[config.mk]
export PLATFORM = sky130hd
export DESIGN_NAME = johnson_seq_monitor
export DESIGN_NICKNAME = d
export VERILOG_FILES = /design/src/rtl/johnson_seq_monitor.sv
export SDC_FILE = /design/constraint.sdc
export NUM_CORES = 1
export LEC_CHECK = 0
export ABC_AREA = 1
export ABC_CLOCK_PERIOD_IN_PS = 2800
export CORE_AREA = 2 2 57 59
export DETAILED_ROUTE_END_ITERATION = 16
export DIE_AREA = 0 0 59 61
export PLACE_DENSITY = 0.82
export SLEW_MARGIN = 20
export SYNTH_ARGS = -nofsm -noshare
export SYNTH_HDL_FRONTEND = slang
export SYNTH_SLANG_ARGS = --single-unit
[constraint.sdc]
create_clock -name clk -period 2.8 [get_ports clk]
set_clock_uncertainty 0.15 [all_clocks]
set_input_delay 0.56 -clock clk [delete_from_list [all_inputs] [get_ports clk]]
set_output_delay 0.56 -clock clk [all_outputs]
set_load 0.02 [all_outputs]
[src/rtl/johnson_seq_monitor.sv]
`default_nettype none
// ============================================================================
//  Module   : johnson_seq_monitor
//  Purpose  : Samples a Johnson (twisted-ring) counter on a qualifier strobe,
//             decodes it to a phase index and a one-hot phase strobe, and
//             checks that successive samples follow the legal sequence.
//             It locks after a run of good transitions and flags and counts
//             sequence errors with a saturating counter.
//  Options  : JOHNSON_MON_HOLD_EN - when defined, a sample that repeats the
//             reference phase (a counter stall) is treated as a no-op while
//             tracking, instead of as a wrong code.
//  Revision : 1.0 - initial release
// ============================================================================
module johnson_seq_monitor #(
  parameter int WIDTH      = 4,
  parameter int LOCK_COUNT = 4,
  parameter int ERR_CNT_W  = 8
) (
  input  logic                          clk,
  input  logic                          reset,
  input  logic                          sample_en,
  input  logic [WIDTH-1:0]              count_in,
  output logic [$clog2(2*WIDTH)-1:0]    phase,
  output logic                          phase_valid,
  output logic [2*WIDTH-1:0]            phase_strobe,
  output logic                          locked,
  output logic                          err_pulse,
  output logic [ERR_CNT_W-1:0]          err_count
);

  localparam int c_NPH = 2 * WIDTH;
  localparam int c_PW  = $clog2(c_NPH);
  localparam int c_GW  = $clog2(c_NPH + 1);
  localparam logic [c_GW-1:0]  c_LOCK = c_GW'(LOCK_COUNT);
  localparam logic [c_PW-1:0]  c_LAST = c_PW'(c_NPH - 1);
  localparam logic [c_NPH-1:0] c_ONE  = c_NPH'(1);

  typedef enum logic [1:0] {
    S_SEARCH = 2'd0,
    S_CHECK  = 2'd1,
    S_LOCKED = 2'd2
  } state_t;

  state_t            r_state;
  logic [c_GW-1:0]   r_good_cnt;
  logic [c_PW-1:0]   r_phase;
  logic              r_phase_valid;
  logic [c_NPH-1:0]  r_strobe;
  logic              r_locked;
  logic              r_err_pulse;
  logic [ERR_CNT_W-1:0] r_err_count;

  logic              w_legal;
  logic [c_PW-1:0]   w_dec;
  logic [c_PW-1:0]   w_exp;
  logic              w_hold;

  // Canonical code for phase p: fill ones from the LSB for the first half,
  // then clear ones from the LSB for the second half.
  function automatic logic [WIDTH-1:0] f_code(input int p);
    logic [WIDTH-1:0] v;
    v = '0;
    for (int b = 0; b < WIDTH; b++) begin
      if (p <= WIDTH) v[b] = (b < p);
      else            v[b] = (b >= (p - WIDTH));
    end
    return v;
  endfunction

  // Decode the incoming code against every legal phase.
  always_comb begin
    w_legal = 1'b0;
    w_dec   = '0;
    for (int p = 0; p < c_NPH; p++) begin
      if (count_in == f_code(p)) begin
        w_legal = 1'b1;
        w_dec   = c_PW'(p);
      end
    end
  end

  // The last legal phase doubles as the tracking reference: every legal
  // sample updates both, and an illegal one drops tracking back to SEARCH.
  assign w_exp = (r_phase == c_LAST) ? '0 : r_phase + 1'b1;

`ifdef JOHNSON_MON_HOLD_EN
  assign w_hold = w_legal && (w_dec == r_phase) && (r_state != S_SEARCH);
`else
  assign w_hold = 1'b0;
`endif

  // Tracking FSM with registered decode, lock and error outputs.
  always_ff @(posedge clk or posedge reset) begin
    if (reset) begin
      r_state       <= S_SEARCH;
      r_good_cnt    <= '0;
      r_phase       <= '0;
      r_phase_valid <= 1'b0;
      r_strobe      <= '0;
      r_locked      <= 1'b0;
      r_err_pulse   <= 1'b0;
      r_err_count   <= '0;
    end else begin
      r_strobe    <= '0;
      r_err_pulse <= 1'b0;
      if (sample_en) begin
        if (w_legal) begin
          r_phase       <= w_dec;
          r_phase_valid <= 1'b1;
          r_strobe      <= c_ONE << w_dec;
        end else begin
          r_phase_valid <= 1'b0;
        end
        case (r_state)
          S_SEARCH: begin
            if (w_legal) begin
              r_good_cnt <= '0;
              r_state    <= S_CHECK;
            end
          end
          S_CHECK: begin
            if (!w_legal) begin
              r_state <= S_SEARCH;
            end else if (w_hold) begin
              r_state <= S_CHECK;
            end else if (w_dec == w_exp) begin
              r_good_cnt <= r_good_cnt + 1'b1;
              if ((r_good_cnt + 1'b1) == c_LOCK) begin
                r_state  <= S_LOCKED;
                r_locked <= 1'b1;
              end
            end else begin
              r_good_cnt <= '0;
            end
          end
          S_LOCKED: begin
            if (!(w_hold || (w_legal && (w_dec == w_exp)))) begin
              r_err_pulse <= 1'b1;
              r_locked    <= 1'b0;
              r_good_cnt  <= '0;
              if (r_err_count != {ERR_CNT_W{1'b1}})
                r_err_count <= r_err_count + 1'b1;
              r_state <= w_legal ? S_CHECK : S_SEARCH;
            end
          end
          default: r_state <= S_SEARCH;
        endcase
      end
    end
  end

  assign phase        = r_phase;
  assign phase_valid  = r_phase_valid;
  assign phase_strobe = r_strobe;
  assign locked       = r_locked;
  assign err_pulse    = r_err_pulse;
  assign err_count    = r_err_count;

endmodule
`default_nettype wire
==> out/metrics.csv <==
metric,value,unit
htreeDepth,1,
crit_buf_inv,3,
layout-drive-gt1-share,14.7,%
dpl.hpwl,2280,µm
drv_slew,0,
io_pins,29,
yosysSeqAreaShare,43.6,%
yosysTopAreaCell,dfrtp_1,
final_util,66.1,%
synth_area,1610,µm²
crit_start,count_in[3],
tns,0,ps
path_max_fanout,15,
antenna_found_initial,0,
die_area,3600,µm²
die_height,61,µm
ys_top_cells_by_area,"dfrtp_1, nand2_1, nor2_1",
vias_per_cell,4.96,
diodes,0,
cts.repair.resized,0,
synth_top_area_share,43.6,%
rsz0062_at_grt,no,
slowest_delay,550,ps
relSlewSlack,73.5,%
synth_seq_cells,28,
status,finished clean,
max-cap-violations,0,
finalWirelength,2880,µm
hold_violations,0,
initial_core_util,54.4,%
vias,1310,
multi_input_comb_area,779,µm²
syn_area_per_cell,8.11,µm²
clock-sinks,28,
crit_path_top_delay_cell,clkdlybuf4s50_1,
use_met3,2.77,%
cts.clk_slew.worst_paths,140,ps
use_met1,24.7,%
fillCellCount,271,
grt_pass1_wl,5260,µm
rows,20,
cts_buffers,3,
worstPathCellList,clkdlybuf4s50_1 -> nand2_2 -> clkinv_1 -> nand2_2 -> nand4_2 -> nand2_2 -> nand2_4 -> nand2_4 -> inv_2 -> nand2_4 -> nand3_4 -> nand2_1 -> o21ai_2,
crit_path_end_kind,flip-flop,
dr.pass1.iters,4,
dr.first_iter.drc_count,54,
nNetsFinal,245,
wl_per_cell,10.9,µm
fin_crit_sh,79.8,%
portBuffers,28,
tightest_slew,396,ps
cts_tree,yes,
yosys.cell_types.count,25,
cts_root_buf,clkbuf_4,
coreArea,2950,µm²
grt_max_degree,29,
grt-busiest-layer,met2,
final_common_cell,nand2_1,
syn_to_final_growth,21.6,%
die_x,59,µm
regToRegStartpoint,phase[0],
met2_usage,33.5,%
drc,0,
ys_warn_count,0,
ir_drop,0.000245,V
synthesis.nets,210,
cts_setup_buffers,0,
setup_viol,0,
grt-ovfl-total,0,
final_cell_mix,"nand2_1, nor2_1, dfrtp_1, clkdlybuf4s50_1, inv_1",
grt_pass1_vias,1216,
cpLargestDelayFamily,simple AND/OR/NAND/NOR gates,
ant_nets,0,
fmax,448,MHz
grt_use_total,19.4,%
p_per_area,572,nW/µm²
p_leak,0.975,nW
area.sequential,701,µm²
hp-class,reg -> reg,
critical_path_class,in -> reg,
worst_ep_required_time,2870,ps
layout_min_cycle_time,2230,ps
crit_path_start_kind,primary input,
ctsHoldBuffers,0,
hold_start,locked,
routabilityCongestion,0.798,
arrival,2300,ps
cts_buffer_depth,2,
clk_latency,320,ps
syn_inst,198,
==> layout make-up <==
cell class / instances / area share [%]
inverter: 28 / 5.38
multi-input combinational: 141 / 39.9
timing repair buffer: 31 / 15.5
clock buffer: 3 / 1.15
tap: 33 / 2.12
sequential: 28 / 35.9
==> sequential cells by signal (all words and copies together) (netlist names) <==
name	count
r_good_cnt	4
phase	3
err_pulse	1
phase_strobe	8
phase_valid	1
locked	1
r_state	2
err_count	8
==> report_power, final <==
group	leakage [nW]	internal, mW	switching (mW)
logic	0.589	0.189	0.250
clock network	0.0138	0.0504	0.108
registers	0.373	0.457	0.0611
total	0.975	0.697	0.419
==> cell usage after synthesis <==
master,number
nand4_2,1
inv_1,23
nand2_4,3
ha_1,5
o21ai_1,5
nor2_2,1
nand2_2,9
clkinv_1,2
nand3b_1,1
a21oi_1,1
xor2_1,2
dfrtp_1,28
nand3_1,9
nor2_4,1
o21ai_2,7
nand4_1,4
inv_2,3
nor3_1,3
buf_12,1
nand2_1,48
nand3_4,1
xnor2_1,6
nor2_1,30
nand3_2,2
a31oi_1,2
==> tightest hold or removal path: stages, from the launching register on <==
cell and delay, ps:
dfrtp_1 370, nand2_1 50, nand2_1 50
==> kinds of logic (layout without fill, tap and decap cells) <==
group | after synthesis | count (layout) | share of synthesized area [%]
AO/OA/AOI/OAI | 15 | 15 | 6.47
buffers and inverters | 29 | 62 | 7.79
XOR/XNOR | 8 | 8 | 4.36
AND/OR/NAND/NOR | 113 | 113 | 33.8
adder cells (fa/ha/maj) | 5 | 5 | 3.90
flip-flops | 28 | 28 | 43.6
==> layer usage <==
metal | wire length [µm] | up-vias
met5 | 0 | -
met4 | 12 | 0
met3 | 70 | 2
met2 | 1490 | 22
met1 | 1310 | 602
li1 | - | 684
==> through the flow <==
stage	worst slack [ps]	std cells	hold slack, ps	total power [mW]	cell area (µm²)
final	566	264	337	1.12	1950
after global routing	408	264	364	1.20	1950
after CTS	568	264	341	1.13	1950
after detailed placement	223	261	308	0.969	1930
after global placement	255	261	304	0.958	1930
after floorplan	760	198	329	0.815	1610
==> final timing paths <==
| kind | to | slack [ps] | cells after the start |
|---|---|---|---|
| setup / recovery | err_count[4] | 570 | 13 |
| hold / removal | locked | 340 | 2 |
| setup reg to reg | err_count[4] | 690 | 12 |
| hold reg to reg | locked | 340 | 2 |
| max in group asynchronous | phase_strobe[0] | 1810 | 3 |
| min in group asynchronous | phase_valid | 430 | 3 |
Power figures use the tool's default switching activity.
==> patch 1 (config.mk and constraints unchanged) <==
Build with the macro `JOHNSON_MON_HOLD_EN` defined.
--- a/src/rtl/johnson_seq_monitor.sv
+++ b/src/rtl/johnson_seq_monitor.sv
@@ -13,2 +13,4 @@
 // ============================================================================
+`define JOHNSON_MON_HOLD_EN
+
 module johnson_seq_monitor #(
Function: changed (a bounded check fails within 10 cycles, from zero or initial values and one cycle with reset high).
==> patch 1 against the original RTL <==
- setup slack worse by 0.11 ns
- combinational power up 14%
- total power up 9.6%
- hold slack better by 0.010 ns
- register-to-register slack worse by 0.07 ns
- die area unchanged
- synthesized area up 6.5%
- cell area up 7.1%
- sequential cell count unchanged
- wire length up 15%
- cell count up 11%
- largest power group unchanged
==> patch 1: results (changes against the original RTL) <==
metric	value	unit	change
gpl congestion	0.8689		+8.8%
clk_lat worst skew	0.32	ns	about the same
CP max FO	7		-8
first-pass GRT wire length	5754	um	+9.3%
largest cells by area after synthesis	dfrtp_1, nand2_1, inv_1		
1st-iter DRT viols	61		+13%
Async SR Flop Fraction	1.000		unchanged
VDD IR max	0.0003052	V	+25%
Vias/cell	5.126		+3.3%
Max Root-Sink Buffers	2		unchanged
run status	completed		
initial antenna violation count	0		unchanged
dpl hpwl	2616	um	+15%
sequential area share after synthesis	0.4100		-0.02652
TritonCTS Buffers	3		unchanged
number of global-route vias before repair	1391		+14%
postcts setup bufs	0		unchanged
post-CTS sizing	0		unchanged
share of cells above drive strength 1	0.1303		-0.01692
Antenna Diode Count	0		unchanged
Root Buffer	clkbuf_4		
Worst EP arrival	2.46	ns	+0.16 ns
cell leakage power	0.001085	uW	+11%
slowest CP cell	clkdlybuf4s50_1		
htree depth	1		unchanged
synth unique cells	24		-4.0%
drt wl/cell	11.24	um	+3.2%
Slew headroom	0.7670		+0.03183
antenna viol nets, final	0		unchanged
drt first pass iters	4		unchanged
peak per-stage delay on the critical path	0.52	ns	-0.03 ns
Syn Nets	238		+13%
Synth warnings	0		unchanged
Total Nets Final	274		+12%
clock transition at the registers of the reported paths	0.14	ns	about the same
largest net degree at the start of global routing	29		unchanged
Tot GR Track Use	0.2128		+0.01898
commonest cells in the synthesized netlist	nand2_1, dfrtp_1, inv_1		
number of port buffers	28		unchanged
worst hold path type	flip-flop to flip-flop		
==> patch 1: report_power, final <==
| group | internal, uW | switching (uW) |
|---|---|---|
| Sequential | 462 | 68.0 |
| Clock | 79.6 | 116 |
| Combinational | 194 | 304 |
| Total | 735 | 488 |
==> patch 1: final cells by class <==
class | count | area, sq um
flip-flops and latches | 28 | 700.7
clock buffers | 4 | 36.28
repair buffers | 31 | 302.8
fillers | 252 | 863.3
well taps | 33 | 41.29
multi-input cells | 169 | 899.6
inverters | 29 | 108.9
==> patch 1: cells by family (layout without fill, tap and decap cells) <==
| logic type | after synthesis | in the layout | share of synthesized area |
|---|---|---|---|
| xor+xnor | 8 | 8 | 0.04099 |
| buf+inv | 29 | 64 | 0.06369 |
| fa+ha+maj | 5 | 5 | 0.03660 |
| flops | 28 | 28 | 0.4100 |
| compound gates | 7 | 7 | 0.02270 |
| simple gates | 149 | 149 | 0.4261 |
==> patch 1: worst max-delay path: cells and delay by family <==
family | cells | cell delay, ns
simple gates | 11 | 1.39
buf+inv | 1 | 0.52
==> patch 1: through the flow <==
stage / cells / instance area, sq um / power [uW] / setup slack [ns]
2_1_floorplan: 226 / 1709 / 875.8 / 0.7431
3_3_place_gp: 290 / 2053 / 1029 / 0.1327
3_5_place_dp: 290 / 2053 / 1040 / 0.1175
4_1_cts: 294 / 2090 / 1237 / 0.4748
5_1_grt: 294 / 2090 / 1322 / 0.2396
6_report: 294 / 2090 / 1223 / 0.4607
==> patch 1: final timing paths <==
check,endpoint,depth (start not counted),start,slack (ns)
worst min-delay path,locked,2,locked,0.35
worst min register to register,locked,2,locked,0.35
worst max register to register,err_count[0],10,phase[0],0.62
min in group asynchronous,phase_strobe[5],3,reset,0.42
max in group asynchronous,r_state[0],3,reset,1.82
worst max-delay path,r_good_cnt[3],12,count_in[1],0.46
==> patch 1: layer usage <==
metal / track usage / part of all wire / vias up
li1: - / - / 789
met1: 0.2785 / 0.45 / 679
met2: 0.3587 / 0.49 / 33
met3: 0.02559 / 0.034 / 6
met4: 0.09091 / 0.020 / 0
met5: 0 / 0 / -
==> patch 2 (same flow settings) <==
Without the edit above. Register the inputs `sample_en` and `count_in` before use, with the module's reset. The logic sees them one clock later.
--- a/src/rtl/johnson_seq_monitor.sv
+++ b/src/rtl/johnson_seq_monitor.sv
@@ -43,2 +43,15 @@
 
+  logic sample_en_q;
+  logic [WIDTH-1:0] count_q;
+
+  always_ff @(posedge clk or posedge reset) begin
+    if (reset) begin
+      sample_en_q <= '0;
+      count_q     <= '0;
+    end else begin
+      sample_en_q <= sample_en;
+      count_q     <= count_in;
+    end
+  end
+
   state_t            r_state;
@@ -74,3 +87,3 @@
     for (int p = 0; p < c_NPH; p++) begin
-      if (count_in == f_code(p)) begin
+      if (count_q == f_code(p)) begin
         w_legal = 1'b1;
@@ -105,3 +118,3 @@
       r_err_pulse <= 1'b0;
-      if (sample_en) begin
+      if (sample_en_q) begin
         if (w_legal) begin
Formal check against the unedited RTL: not equivalent (a bounded check fails within 4 cycles, from zero or initial values and one cycle with reset high).
==> patch 2 against the original RTL <==
- core utilization up 6.2 points
- first-iteration DRC count down 13%
- global-route usage up 1.6 points
- synthesized area up 8.7%
- sequential cell count up 5
- cell area up 9.4%
- wire length up 9.8%
- sequential power up 17%
- sequential share of layout area up 2.8 points
- total power up 21%
- setup slack better by 0.034 ns
==> patch 2: results (changes against the original RTL) <==
metric	value	unit	change
run status	completed		
peak per-stage delay on the critical path	0.66	ns	+0.11 ns
DR vias	1391		+6.2%
met3 WL	129	um	+84%
1st-iter DRT viols	47		-13%
Worst path top cell family by delay	buffers and inverters		
Total Wirelength	3158	um	+9.8%
xor and xnor area share after synthesis	0.04014		-0.003504
VDD IR max	0.0004506	V	+84%
Worst EP arrival	1.49	ns	-0.81 ns
htree depth	2		+1
largest net degree at the start of global routing	34		+17%
M1 WL	1540	um	+18%
first-pass GRT wire length	5526	um	+5.0%
clock transition at the registers of the reported paths	0.11	ns	-0.03 ns
number of global-route vias before repair	1320		+8.6%
Tot GR Track Use	0.2094		+0.01555
CP max FO	5		-10
total placed instance area	2074	sq um	+7.5%
share of cells above drive strength 1	0.1639		+0.01675
Vias/cell	5.022		+1.2%
Total Nets Final	254		+3.7%
cell leakage power	0.001089	uW	+12%
post-synthesis compound-gate area fraction	0.01219		-0.05251
commonest cells in the synthesized netlist	nand2_1, dfrtp_1, nor2_1		
synth unique cells	23		-8.0%
TritonCTS Buffers	5		+2
Hold WS	0.3268	ns	-0.01034 ns
dpl ws	0.7210	ns	+0.4981 ns
sequential area share after synthesis	0.4731		+0.03664
==> patch 2: cell types whose count changed in the layout (fill, tap and decap cells not counted), sizes merged, moves of 2 or more <==
cell      unedited run  this run
xnor2                6         4
buf                  3         1
nor3                 3         6
xor2                 2         4
clkinvlp             0         3
nor2                32        29
nand2               60        69
nand3               12        24
clkinv               2         0
dfrtp               28        33
clkbuf               3         5
o21ai               12         2
==> patch 2: how the worst max path moves through the flow <==
stage / start / to / cells past startpoint / slack, ns
after floorplan: phase[0] / err_count[6] / 14 / 0.78
after global placement: phase[0] / locked / 12 / 0.78
after detailed placement: phase[0] / locked / 12 / 0.72
after CTS: err_count[6] / err_count[6] / 1 / 0.59
after global routing: phase[0] / locked / 12 / 0.48
final: err_count[6] / err_count[6] / 1 / 0.60
==> patch 2: cell type report <==
type                    count  area, sq um
inverters                  25        101.3
multi-input cells         149        818.3
clock buffers               5        37.54
fillers                   237        818.3
clock inverters             3        22.52
flip-flops and latches     33        825.8
repair buffers             29        287.8
well taps                  33        41.29
==> patch 2: routing by layer <==
layer | global-route usage | vias to the layer above
li1 | - | 722
met5 | 0 | -
met3 | 0.05330 | 7
met1 | 0.2698 | 633
met4 | 0.1039 | 0
met2 | 0.3302 | 29
==> patch 2: power breakdown <==
| part | internal [uW] | switching (uW) | total [uW] | leakage, uW |
|---|---|---|---|---|
| registers | 539 | 67.0 | 606 | 0.000436 |
| clock network | 96.8 | 177 | 274 | 0.0000234 |
| logic | 190 | 276 | 466 | 0.000629 |
==> patch 2: kinds of logic (layout without fill, tap and decap cells) <==
logic type / count (synthesis) / after routing
compound gates: 4 / 4
flops: 33 / 33
buf+inv: 25 / 62
xor+xnor: 8 / 8
fa+ha+maj: 4 / 4
simple gates: 133 / 133
